File: src/rtl/mac_chain_cfg_loader.sv
// ============================================================================
//  Module   : mac_chain_cfg_loader
//  Purpose  : Loads host configuration words into the MAC cluster scan chain.
//             Each word is shifted out LSB first with a qualifying enable.
//             The loader counts words against the chain length and pulses
//             done after the final bit.
//  Option   : CFG_LOADER_PARITY_EN adds an even-parity check on each word.
//  Revision : 1.0 - initial release
// ============================================================================
`default_nettype none

module mac_chain_cfg_loader #(
   parameter int NUM_CLUSTERS     = 8,
   parameter int BITS_PER_CLUSTER = 64,
   parameter int WORD_W           = 8
) (
   input  logic              clk,
   input  logic              rst,
   input  logic              start,
   input  logic              abort,
   input  logic              word_valid,
   input  logic [WORD_W-1:0] word_data,
   output logic              word_ready,
   output logic              config_in,
   output logic              config_en,
   output logic              busy,
   output logic              done
`ifdef CFG_LOADER_PARITY_EN
   ,
   input  logic              word_parity,
   output logic              parity_err
`endif
);

   localparam int TOTAL = NUM_CLUSTERS * BITS_PER_CLUSTER;
   localparam int WORDS = TOTAL / WORD_W;
   localparam int WCW   = $clog2(WORDS + 1);
   localparam int BCW   = (WORD_W > 1) ? $clog2(WORD_W) : 1;

   localparam logic [BCW-1:0] LAST_BIT = BCW'(WORD_W - 1);
   localparam logic [WCW-1:0] WORDS_C  = WCW'(WORDS);

   typedef enum logic [1:0] {
      S_IDLE  = 2'd0,
      S_LOAD  = 2'd1,
      S_SHIFT = 2'd2,
      S_DONE  = 2'd3
   } state_t;

   state_t            state_q, state_d;
   logic [WORD_W-1:0] shift_q, shift_d;
   logic [BCW-1:0]    bit_cnt_q, bit_cnt_d;
   logic [WCW-1:0]    word_cnt_q, word_cnt_d;
   logic              config_in_q, config_en_q, busy_q, done_q;

   logic              last_bit;
   logic              more_words;
   logic              accept;
   logic              parity_ok;

`ifdef CFG_LOADER_PARITY_EN
   logic              parity_err_q;

   // A word is good when word_parity makes the total count of ones even.
   assign parity_ok  = (word_parity == ^word_data);
   assign parity_err = parity_err_q;
`else
   assign parity_ok  = 1'b1;
`endif

   // Handshake: ready in LOAD, or on the last bit of a non-final word so the
   // next word can follow without a bubble; abort always withdraws ready.
   always_comb begin
      last_bit   = (bit_cnt_q == LAST_BIT);
      more_words = (word_cnt_q < WORDS_C);
      word_ready = !abort &&
                   ((state_q == S_LOAD) ||
                    ((state_q == S_SHIFT) && last_bit && more_words));
      accept     = word_valid && word_ready;
   end

   // Next-state and datapath decode for the load sequencer.
   always_comb begin
      state_d    = state_q;
      shift_d    = shift_q;
      bit_cnt_d  = bit_cnt_q;
      word_cnt_d = word_cnt_q;
      case (state_q)
         S_IDLE: begin
            if (start) begin
               state_d    = S_LOAD;
               bit_cnt_d  = '0;
               word_cnt_d = '0;
            end
         end
         S_LOAD: begin
            if (abort) begin
               state_d = S_IDLE;
            end else if (accept) begin
               if (parity_ok) begin
                  state_d    = S_SHIFT;
                  shift_d    = word_data;
                  bit_cnt_d  = '0;
                  word_cnt_d = word_cnt_q + WCW'(1);
               end else begin
                  state_d = S_IDLE;
               end
            end
         end
         S_SHIFT: begin
            if (abort) begin
               state_d = S_IDLE;
            end else if (last_bit) begin
               if (!more_words) begin
                  state_d = S_DONE;
               end else if (accept) begin
                  if (parity_ok) begin
                     shift_d    = word_data;
                     bit_cnt_d  = '0;
                     word_cnt_d = word_cnt_q + WCW'(1);
                  end else begin
                     state_d = S_IDLE;
                  end
               end else begin
                  state_d = S_LOAD;
               end
            end else begin
               shift_d   = shift_q >> 1;
               bit_cnt_d = bit_cnt_q + BCW'(1);
            end
         end
         S_DONE: begin
            state_d = S_IDLE;
         end
         default: begin
            state_d = S_IDLE;
         end
      endcase
   end

   // State, datapath and registered outputs; outputs are decoded from the
   // next state so they line up with the state they describe.
   always_ff @(posedge clk) begin
      if (rst) begin
         state_q     <= S_IDLE;
         shift_q     <= '0;
         bit_cnt_q   <= '0;
         word_cnt_q  <= '0;
         config_in_q <= 1'b0;
         config_en_q <= 1'b0;
         busy_q      <= 1'b0;
         done_q      <= 1'b0;
`ifdef CFG_LOADER_PARITY_EN
         parity_err_q <= 1'b0;
`endif
      end else begin
         state_q     <= state_d;
         shift_q     <= shift_d;
         bit_cnt_q   <= bit_cnt_d;
         word_cnt_q  <= word_cnt_d;
         config_en_q <= (state_d == S_SHIFT);
         config_in_q <= (state_d == S_SHIFT) && shift_d[0];
         busy_q      <= (state_d == S_LOAD) || (state_d == S_SHIFT);
         done_q      <= (state_d == S_DONE);
`ifdef CFG_LOADER_PARITY_EN
         if ((state_q == S_IDLE) && start) begin
            parity_err_q <= 1'b0;
         end else if (accept && !parity_ok) begin
            parity_err_q <= 1'b1;
         end
`endif
      end
   end

   assign config_in = config_in_q;
   assign config_en = config_en_q;
   assign busy      = busy_q;
   assign done      = done_q;

endmodule

`default_nettype wire

File: config.mk
export PLATFORM = sky130hd
export DESIGN_NAME = mac_chain_cfg_loader
export DESIGN_NICKNAME = d
export VERILOG_FILES = /design/src/rtl/mac_chain_cfg_loader.sv
export SDC_FILE = /design/constraint.sdc
export NUM_CORES = 1
export LEC_CHECK = 0
export ABC_AREA = 1
export CORE_MARGIN = 2
export CORE_UTILIZATION = 50
export CTS_CLUSTER_SIZE = 28
export DETAILED_ROUTE_END_ITERATION = 10
export PLACE_DENSITY = 0.77
export SLEW_MARGIN = 30
export SYNTH_ARGS = -nofsm -noshare
export SYNTH_HDL_FRONTEND = slang
export SYNTH_SLANG_ARGS = --single-unit
File: constraint.sdc
create_clock -name clk -period 5.5 [get_ports clk]
set_input_delay 0.55 -clock clk [delete_from_list [all_inputs] [get_ports clk]]
set_output_delay 0.55 -clock clk [all_outputs]
set_load 0.1 [all_outputs]
==> results.ini, run 1 <==
[outcome]
outcome=finished, violations left
failed_checks=DRC

[yosys]
async_flop_share_pct=0
synth_ff_type=dfxtp_1
synth_most_common_cell=nand2_1
synth_top_area_share_pct=32.1
synth_seq_cells=24
synth_common_cells=nand2_1, inv_1, dfxtp_1
synth.distinct_cells=33
ys_seq_area_share_pct=32.1
synth_edf_count=0
synth_nets=227
syn_inst=205
yosys_warnings=0
synthTopCellsByArea=dfxtp_1, nand2_1, inv_1
netlist_area_um2=1500
syn_avg_cell_area_um2=7.30
synth.largest_area_cell=dfxtp_1

[floorplan]
placementRows=19
start_util_pct=53.3
dieArea_um2=3450
fp.dieW_um=58.7
die_h_um=58.7
io_pins=18
core_um2=2810

[clocking]
clkLatencyLatePin_ps=330
cts.hold.buffers_added=0
cts.clk_slew.worst_paths_ps=130
cts.sinks=24
post_cts_buffers=0
cts_resized=0
cts.path.max_buffers=2
cts_tree=yes
cts_buffers=3
htree_num_levels=1
clock-root-buffer=clkbuf_4

[route]
ant_nets=0
via_per_inst=5.15
wl_per_cell_um=11.2
drt_pass1_iterations=7
first_iter_violations=72
wirelength_mm=2.84
route.vias.total=1304
route.detailed.drc=2

[worst_hold_path]
min-delay-path-class=reg -> reg

[grt]
antenna_found_initial=0
grt_usage_pct=18.5
grt_pass1_vias=1172
grt_pass1_wl_mm=4.95
overflow=0
grt_max_degree=19

[sta]
hold_viol=0
tns_ps=0
slew_viol_final=0
min_period_ps=3180
whs_ps=475
fin_crit_sh_pct=57.7
timing.fmax_mhz=315
max_slew_margin_pct=35.3
skew_ps=3.05
tightestPinTransition_ps=968
finalSetupViolCount=0
rsz0062_at_grt=false

[critical_path]
cpPeakStageDelay_ps=1130
end_kind=output pin
worstSetupPathType=reg -> out
cp.required_ps=4950
crit_arrival_ps=2630
path_cells=ha_1 > ha_1 > nand2_2 > nand2_4 > nand2_1 > inv_1 > clkdlybuf4s50_1
critPathMaxFanout=6
crit_top_cell=ha_1
crit_slowest_cell=clkdlybuf4s50_1
startpoint_type=flip-flop

[power]
power_density_nw_per_um2=215
p_total_mw=0.373
leakagePower_nw=0.734
worst_ir_drop_vdd_mv=0.136

[layout]
syn_to_final_growth_pct=15.9
fin_nets=245
final_cell_count_no_fill=253
antennaDiodeCount=0
drive_above_1_share_pct=13.1
design_area_um2=1730

[placed_design]
place_inst=249
post-dp-hpwl_mm=2.16
routabilityCongestion=0.831
placed_area_um2=1680
port_buffers=17

[run]
cap_violations=0

[registers in the layout (all words and copies together) (netlist names)]
register	flops
shift_q	8
word_cnt_q	7
bit_cnt_q	3
state_q	2
busy	1
config_en	1
config_in	1
done	1
[area by class of cell]
type / instances / area [um^2]
clock buffer: 3 / 22.5
tap: 31 / 38.8
fill: 261 / 1070
sequential: 24 / 480
clock inverter: 1 / 30.0
timing repair buffer: 17 / 170
multi-input combinational: 143 / 865
inverter: 34 / 128
[cells in the final DEF, fill, tap and decap left out, types with 2 or more instances in the layout]
master,instances
nand4_1,5
o21ai_2,2
inv_2,3
xor2_1,2
nand3_1,9
o21ai_0,4
dfxtp_1,24
nor2_1,19
nand2_2,4
o211ai_2,2
a21oi_1,17
o21ai_1,5
nand2_4,2
inv_1,31
a21oi_2,4
clkbuf_4,3
nand2_1,42
o211ai_1,6
ha_1,9
clkdlybuf4s50_1,17
[stage by stage]
step | worst slack [ps] | util (%)
after global placement | 2430 | 59.9
after floorplan | 3390 | -
after detailed placement | 2420 | 59.9
final | 2320 | 61.8
after global routing | 2200 | 61.8
after CTS | 2310 | 61.8
[cells by family after synthesis]
group / after synthesis / synth area share (%)
flops: 24 / 32.1
fa+ha+maj: 9 / 7.53
simple gates: 88 / 28.9
compound gates: 44 / 20.2
xor+xnor: 2 / 1.17
buf+inv: 38 / 10.1
[worst max-delay path, delay by kind of cell (launching register included)]
| family | cells | cell delay [ps] |
|---|---|---|
| flip-flops | 1 | 380 |
| adder cells (fa/ha/maj) | 2 | 410 |
| AND/OR/NAND/NOR | 3 | 300 |
| buffers and inverters | 2 | 1200 |
[path summary, 6_finish.rpt]
path                end  slack (ps)  cells after the start          from
min reg2reg  shift_q[3]         480                      2    shift_q[3]
min          shift_q[3]         480                      2    shift_q[3]
max reg2reg        busy        3280                     12    state_q[0]
max          word_ready        2320                      7  bit_cnt_q[0]
[per-layer routing]
metal / vias up / wire (um) / track usage [%]
met2: 24 / 1280 / 30.3
met4: 0 / 42 / 5.84
met1: 574 / 1400 / 23.9
met3: 5 / 112 / 4.84
met5: - / 0 / 0
li1: 701 / - / -
[where the power goes]
part | leakage [nW] | total (mW) | switching [mW] | internal [mW]
Clock | 0.0279 | 0.131 | 0.0567 | 0.0739
Combinational | 0.512 | 0.0638 | 0.0421 | 0.0218
Sequential | 0.194 | 0.179 | 0.00200 | 0.177
Total | 0.734 | 0.373 | 0.101 | 0.272
No activity file was read; power rests on OpenSTA's default activity.
==> run 2, diff against run 1 <==
--- a/config.mk
+++ b/config.mk
@@ -7,10 +7,10 @@
 export LEC_CHECK = 0
 export ABC_AREA = 1
 export CORE_MARGIN = 2
-export CORE_UTILIZATION = 50
+export CORE_UTILIZATION = 49
 export CTS_CLUSTER_SIZE = 28
 export DETAILED_ROUTE_END_ITERATION = 10
-export PLACE_DENSITY = 0.77
+export PLACE_DENSITY = 0.78
 export SLEW_MARGIN = 30
 export SYNTH_ARGS = -nofsm -noshare
 export SYNTH_HDL_FRONTEND = slang
==> constraint.sdc (replaced) <==
create_clock -name clk -period 2.6 [get_ports clk]
set_input_delay 0.26 -clock clk [delete_from_list [all_inputs] [get_ports clk]]
set_output_delay 0.26 -clock clk [all_outputs]
set_load 0.1 [all_outputs]
==> results.ini, run 2 (synthesis gave the netlist of run 1 again) <==
[outcome]
outcome=finished, final reports clean

[sta]
tightestPinTransition_ps=389
max_slew_margin_pct=74.1
skew_ps=4.96
slew_viol_final=0
timing.fmax_mhz=471
min_period_ps=2120
fin_crit_sh_pct=81.6
tns_ps=0
finalSetupViolCount=0
rsz0062_at_grt=false
hold_viol=0

[grt]
grt_pass1_vias=1178
grt_max_degree=19
met3_usage_pct=2.84
grtUsageMet2_pct=29.7
antenna_found_initial=0
grt_pass1_wl_mm=4.91
use_met1_pct=23.7
grt_usage_pct=17.8
top_usage_layer=met2
overflow=0

[route]
drt_pass1_iterations=5
wirelength_mm=2.88
via_per_inst=5.14
wl_per_cell_um=11.3
route.vias.total=1316
route.detailed.drc=0
first_iter_violations=69
ant_nets=0

[power]
power_density_nw_per_um2=418
worst_ir_drop_vdd_mv=0.151
leakagePower_nw=0.741
p_total_mw=0.717

[placed_design]
routabilityCongestion=0.896
port_buffers=17
post-dp-hpwl_mm=2.20

[layout]
reg_top3=shift_q: 8 flops, word_cnt_q: 7 flops, bit_cnt_q: 3 flops
largest_reg_flops=8
fin_nets=246
n_fill_cell=283
syn_to_final_growth_pct=14.6
final_cell_mix=nand2_1, inv_1, dfxtp_1, nor2_1, a21oi_1
regMostFlops=shift_q
final_common_cell=nand2_1
drive_above_1_share_pct=15.7
antennaDiodeCount=0

[clocking]
cts.hold.buffers_added=0
cts_buffers=3
cts.clk_slew.worst_paths_ps=140
htree_num_levels=1
cts.sinks=24
clock-root-buffer=clkbuf_4
cts_tree=yes
cts_resized=0
cts.path.max_buffers=2
clkLatencyLatePin_ps=320
post_cts_buffers=0

[critical_path]
startpoint_type=flip-flop
r2r_cells=12
crit_arrival_ps=2390
rrSetupSlack_ps=480
critPathMaxFanout=18
end_kind=flip-flop
cp.required_ps=2870
critPathLaunch=state_q[0]
r2r-end=busy
r2r-start=state_q[0]
worstSetupPathType=reg -> reg
critPathCapture=busy

[floorplan]
fp.dieW_um=59.3
core_um2=2980
placementRows=20
start_util_pct=50.3
die_h_um=59.3
io_pins=18
dieArea_um2=3510

[run]
cap_violations=0

[worst_hold_path]
whs_path_depth=2
min-delay-path-class=reg -> reg

==> run 2: cell types whose count changed in the layout (fill, tap and decap cells not counted), sizes merged <==
cell           previous run  this run
buf                       0         6
clkdlybuf4s50            17        12
bufinv                    1         0
clkbuf                    3         4
==> run 2: worst min path at each step <==
stage / startpoint / end / slack [ps]
after CTS: shift_q[2] / shift_q[2] / 480
after global routing: shift_q[2] / shift_q[2] / 500
after floorplan: shift_q[2] / shift_q[2] / 450
after detailed placement: shift_q[2] / shift_q[2] / 460
after global placement: shift_q[3] / shift_q[3] / 460
final: shift_q[2] / shift_q[2] / 470
==> run 2: metal layers <==
metal / wire, um / share of wire [%]
met2: 1340 / 46
met4: 24 / 0.83
met1: 1390 / 48
met5: 0 / 0
met3: 128 / 4.4
==> run 2: critical path, cell delays in order (launching register included) <==
cell and delay, ps:
dfxtp_1 410, inv_1 110, ha_1 290, nand2_2 150, nand2_4 80, nand3_4 210, inv_1 90, o21ai_0 150
nand3_1 80, nand3_1 90, nand2_1 80, ha_1 270, nor2_1 90
==> run 2: report_power, final <==
group	switching (mW)	leakage [nW]	internal [mW]	total (mW)
combinational	0.0894	0.526	0.0461	0.136
sequential	0.00432	0.194	0.374	0.378
clock	0.118	0.0210	0.0857	0.203
total	0.211	0.741	0.505	0.717
==> run 2: per-stage QoR <==
| stage | hold WS (ps) | cells | util (%) | cell area, um^2 | worst slack, ps |
|---|---|---|---|---|---|
| 2_1_floorplan | 445 | 205 | - | 1500 | 573 |
| 3_3_place_gp | 456 | 252 | 56.4 | 1680 | 559 |
| 3_5_place_dp | 457 | 252 | 56.4 | 1680 | 512 |
| 4_1_cts | 476 | 256 | 57.6 | 1720 | 483 |
| 5_1_grt | 502 | 256 | 57.6 | 1720 | 295 |
| 6_report | 475 | 256 | 57.6 | 1720 | 477 |
==> run 2: layout make-up <==
cell class                      instances  area (um^2)  area share (%)
Clock buffer                            4         36.3            2.12
Inverter                               34          128            7.44
Multi-Input combinational cell        143          865            50.4
Sequential cell                        24          480            28.0
Tap cell                               33         41.3            2.41
Timing Repair Buffer                   18          165            9.63
==> run 3, diff against run 2 <==
--- a/config.mk
+++ b/config.mk
@@ -7,10 +7,10 @@
 export LEC_CHECK = 0
 export ABC_AREA = 1
 export CORE_MARGIN = 2
-export CORE_UTILIZATION = 49
+export CORE_UTILIZATION = 50
 export CTS_CLUSTER_SIZE = 28
 export DETAILED_ROUTE_END_ITERATION = 10
-export PLACE_DENSITY = 0.78
+export PLACE_DENSITY = 0.77
 export SLEW_MARGIN = 30
 export SYNTH_ARGS = -nofsm -noshare
 export SYNTH_HDL_FRONTEND = slang
==> constraint.sdc (replaced) <==
create_clock -name clk -period 2.1 [get_ports clk]
set_input_delay 0.21 -clock clk [delete_from_list [all_inputs] [get_ports clk]]
set_output_delay 0.21 -clock clk [all_outputs]
set_load 0.1 [all_outputs]
==> results.ini, run 3 (synthesis gave the netlist of run 1 again) <==
[outcome]
outcome=finished, violations left
failed_checks=DRC

[sta]
fin_crit_sh_pct=92.7
hold_viol=0
skew_ps=5.66
tightestPinTransition_ps=398
setup_slack_ps=154
slew_viol_final=0
max_slew_margin_pct=73.4
finalSetupViolCount=0
tns_ps=0
min_period_ps=1950
timing.fmax_mhz=514

[route]
via_per_inst=5.35
drt_pass1_iterations=7
route.detailed.drc=2
first_iter_violations=60
wl_per_cell_um=11.8
ant_nets=0
wirelength_mm=3.02
route.vias.total=1375

[floorplan]
dieArea_um2=3450
die_h_um=58.7
placementRows=19
io_pins=18
start_util_pct=53.3
fp.dieW_um=58.7
core_um2=2810

[critical_path]
cp.required_ps=2380
crit_arrival_ps=2230
rrSetupSlack_ps=150
crit_slowest_cell=dfxtp_1
cp_top_family=adder cells
critPathLaunch=bit_cnt_q[0]
startpoint_type=flip-flop
cpPeakStageDelay_ps=350
path_cells=ha_1 > ha_1 > nand2_2 > nand2_4 > nand3_4 > inv_1 > o21ai_1 > nand3_1 > nand3_2 > nand2_1 > ha_1 > nor2_1
end_kind=flip-flop
crit_top_cell=ha_1
critPathMaxFanout=5
critical_path_buf_inv_count=1
worstSetupPathType=reg -> reg
r2r-start=bit_cnt_q[0]

[clocking]
cts.path.max_buffers=2
cts.sinks=24
htree_num_levels=1
clock-root-buffer=clkbuf_4
cts_tree=yes
cts.clk_slew.worst_paths_ps=140
clkLatencyLatePin_ps=330
cts_buffers=3
cts.hold.buffers_added=0

[placed_design]
place_ws_ps=165
post-dp-hpwl_mm=2.26
port_buffers=17
routabilityCongestion=0.827
placed_area_um2=1710
place_inst=253

[grt]
grt_pass1_wl_mm=5.08
antenna_found_initial=0
grt_pass1_vias=1178
grt_usage_pct=19.0
overflow=0
grt_max_degree=15

[layout]
syn_to_final_growth_pct=17.5
fin_nets=249
final_cell_count_no_fill=257
drive_above_1_share_pct=18.6
reg_top3=shift_q: 8 flops, word_cnt_q: 7 flops, bit_cnt_q: 3 flops
largest_reg_flops=8
final_cell_mix=nand2_1, inv_1, dfxtp_1, nor2_1, a21oi_1
regMostFlops=shift_q
final_common_cell=nand2_1
design_area_um2=1760
antennaDiodeCount=0

[worst_hold_path]
holdCritStartpoint=shift_q[2]
min-delay-path-class=reg -> reg

[power]
p_total_mw=0.898
power_density_nw_per_um2=511
worst_ir_drop_vdd_mv=0.311
leakagePower_nw=0.759

[run]
cap_violations=0

[run 3: timing repair]
action | in CTS | in global routing
setup buffers | 0 | 0
gates resized for setup | 0 | 5
setup endpoints to repair | 0 | 4
[run 3: area by class of cell]
type | count | area [um^2]
clock buffers | 4 | 36.3
flip-flops and latches | 24 | 483
multi-input cells | 143 | 872
fillers | 240 | 1050
repair buffers | 21 | 200
inverters | 34 | 128
well taps | 31 | 38.8
[run 3: tightest hold or removal path, cell delays in order, from the launching register on]
cell and delay (ps):
dfxtp_1 340, nand2_1 60, a21oi_1 50
[run 3: power by group]
group	switching, mW	total, mW	internal, mW	leakage (nW)
sequential	0.00515	0.468	0.463	0.195
clock	0.147	0.254	0.106	0.0210
combinational	0.115	0.177	0.0618	0.543
total	0.267	0.898	0.631	0.759
[run 3: final timing paths]
check | end | cells past startpoint
min reg2reg | shift_q[2] | 2
max | busy | 12
max reg2reg | busy | 12
min | shift_q[2] | 2
[run 3: per-layer routing]
metal / GRT usage [%] / vias to the layer above / routed length [um]
li1: - / 707 / -
met1: 25.3 / 631 / 1480
met2: 30.7 / 30 / 1360
met3: 2.42 / 7 / 139
met4: 8.44 / 0 / 45
met5: 0 / - / 0
[run 3: metrics by stage]
stage          hold WS (ps)  utilization, %
2_1_floorplan           413               -
3_3_place_gp            453            61.0
3_5_place_dp            457            61.0
4_1_cts                 477            62.3
5_1_grt                 499            62.7
6_report                474            62.7
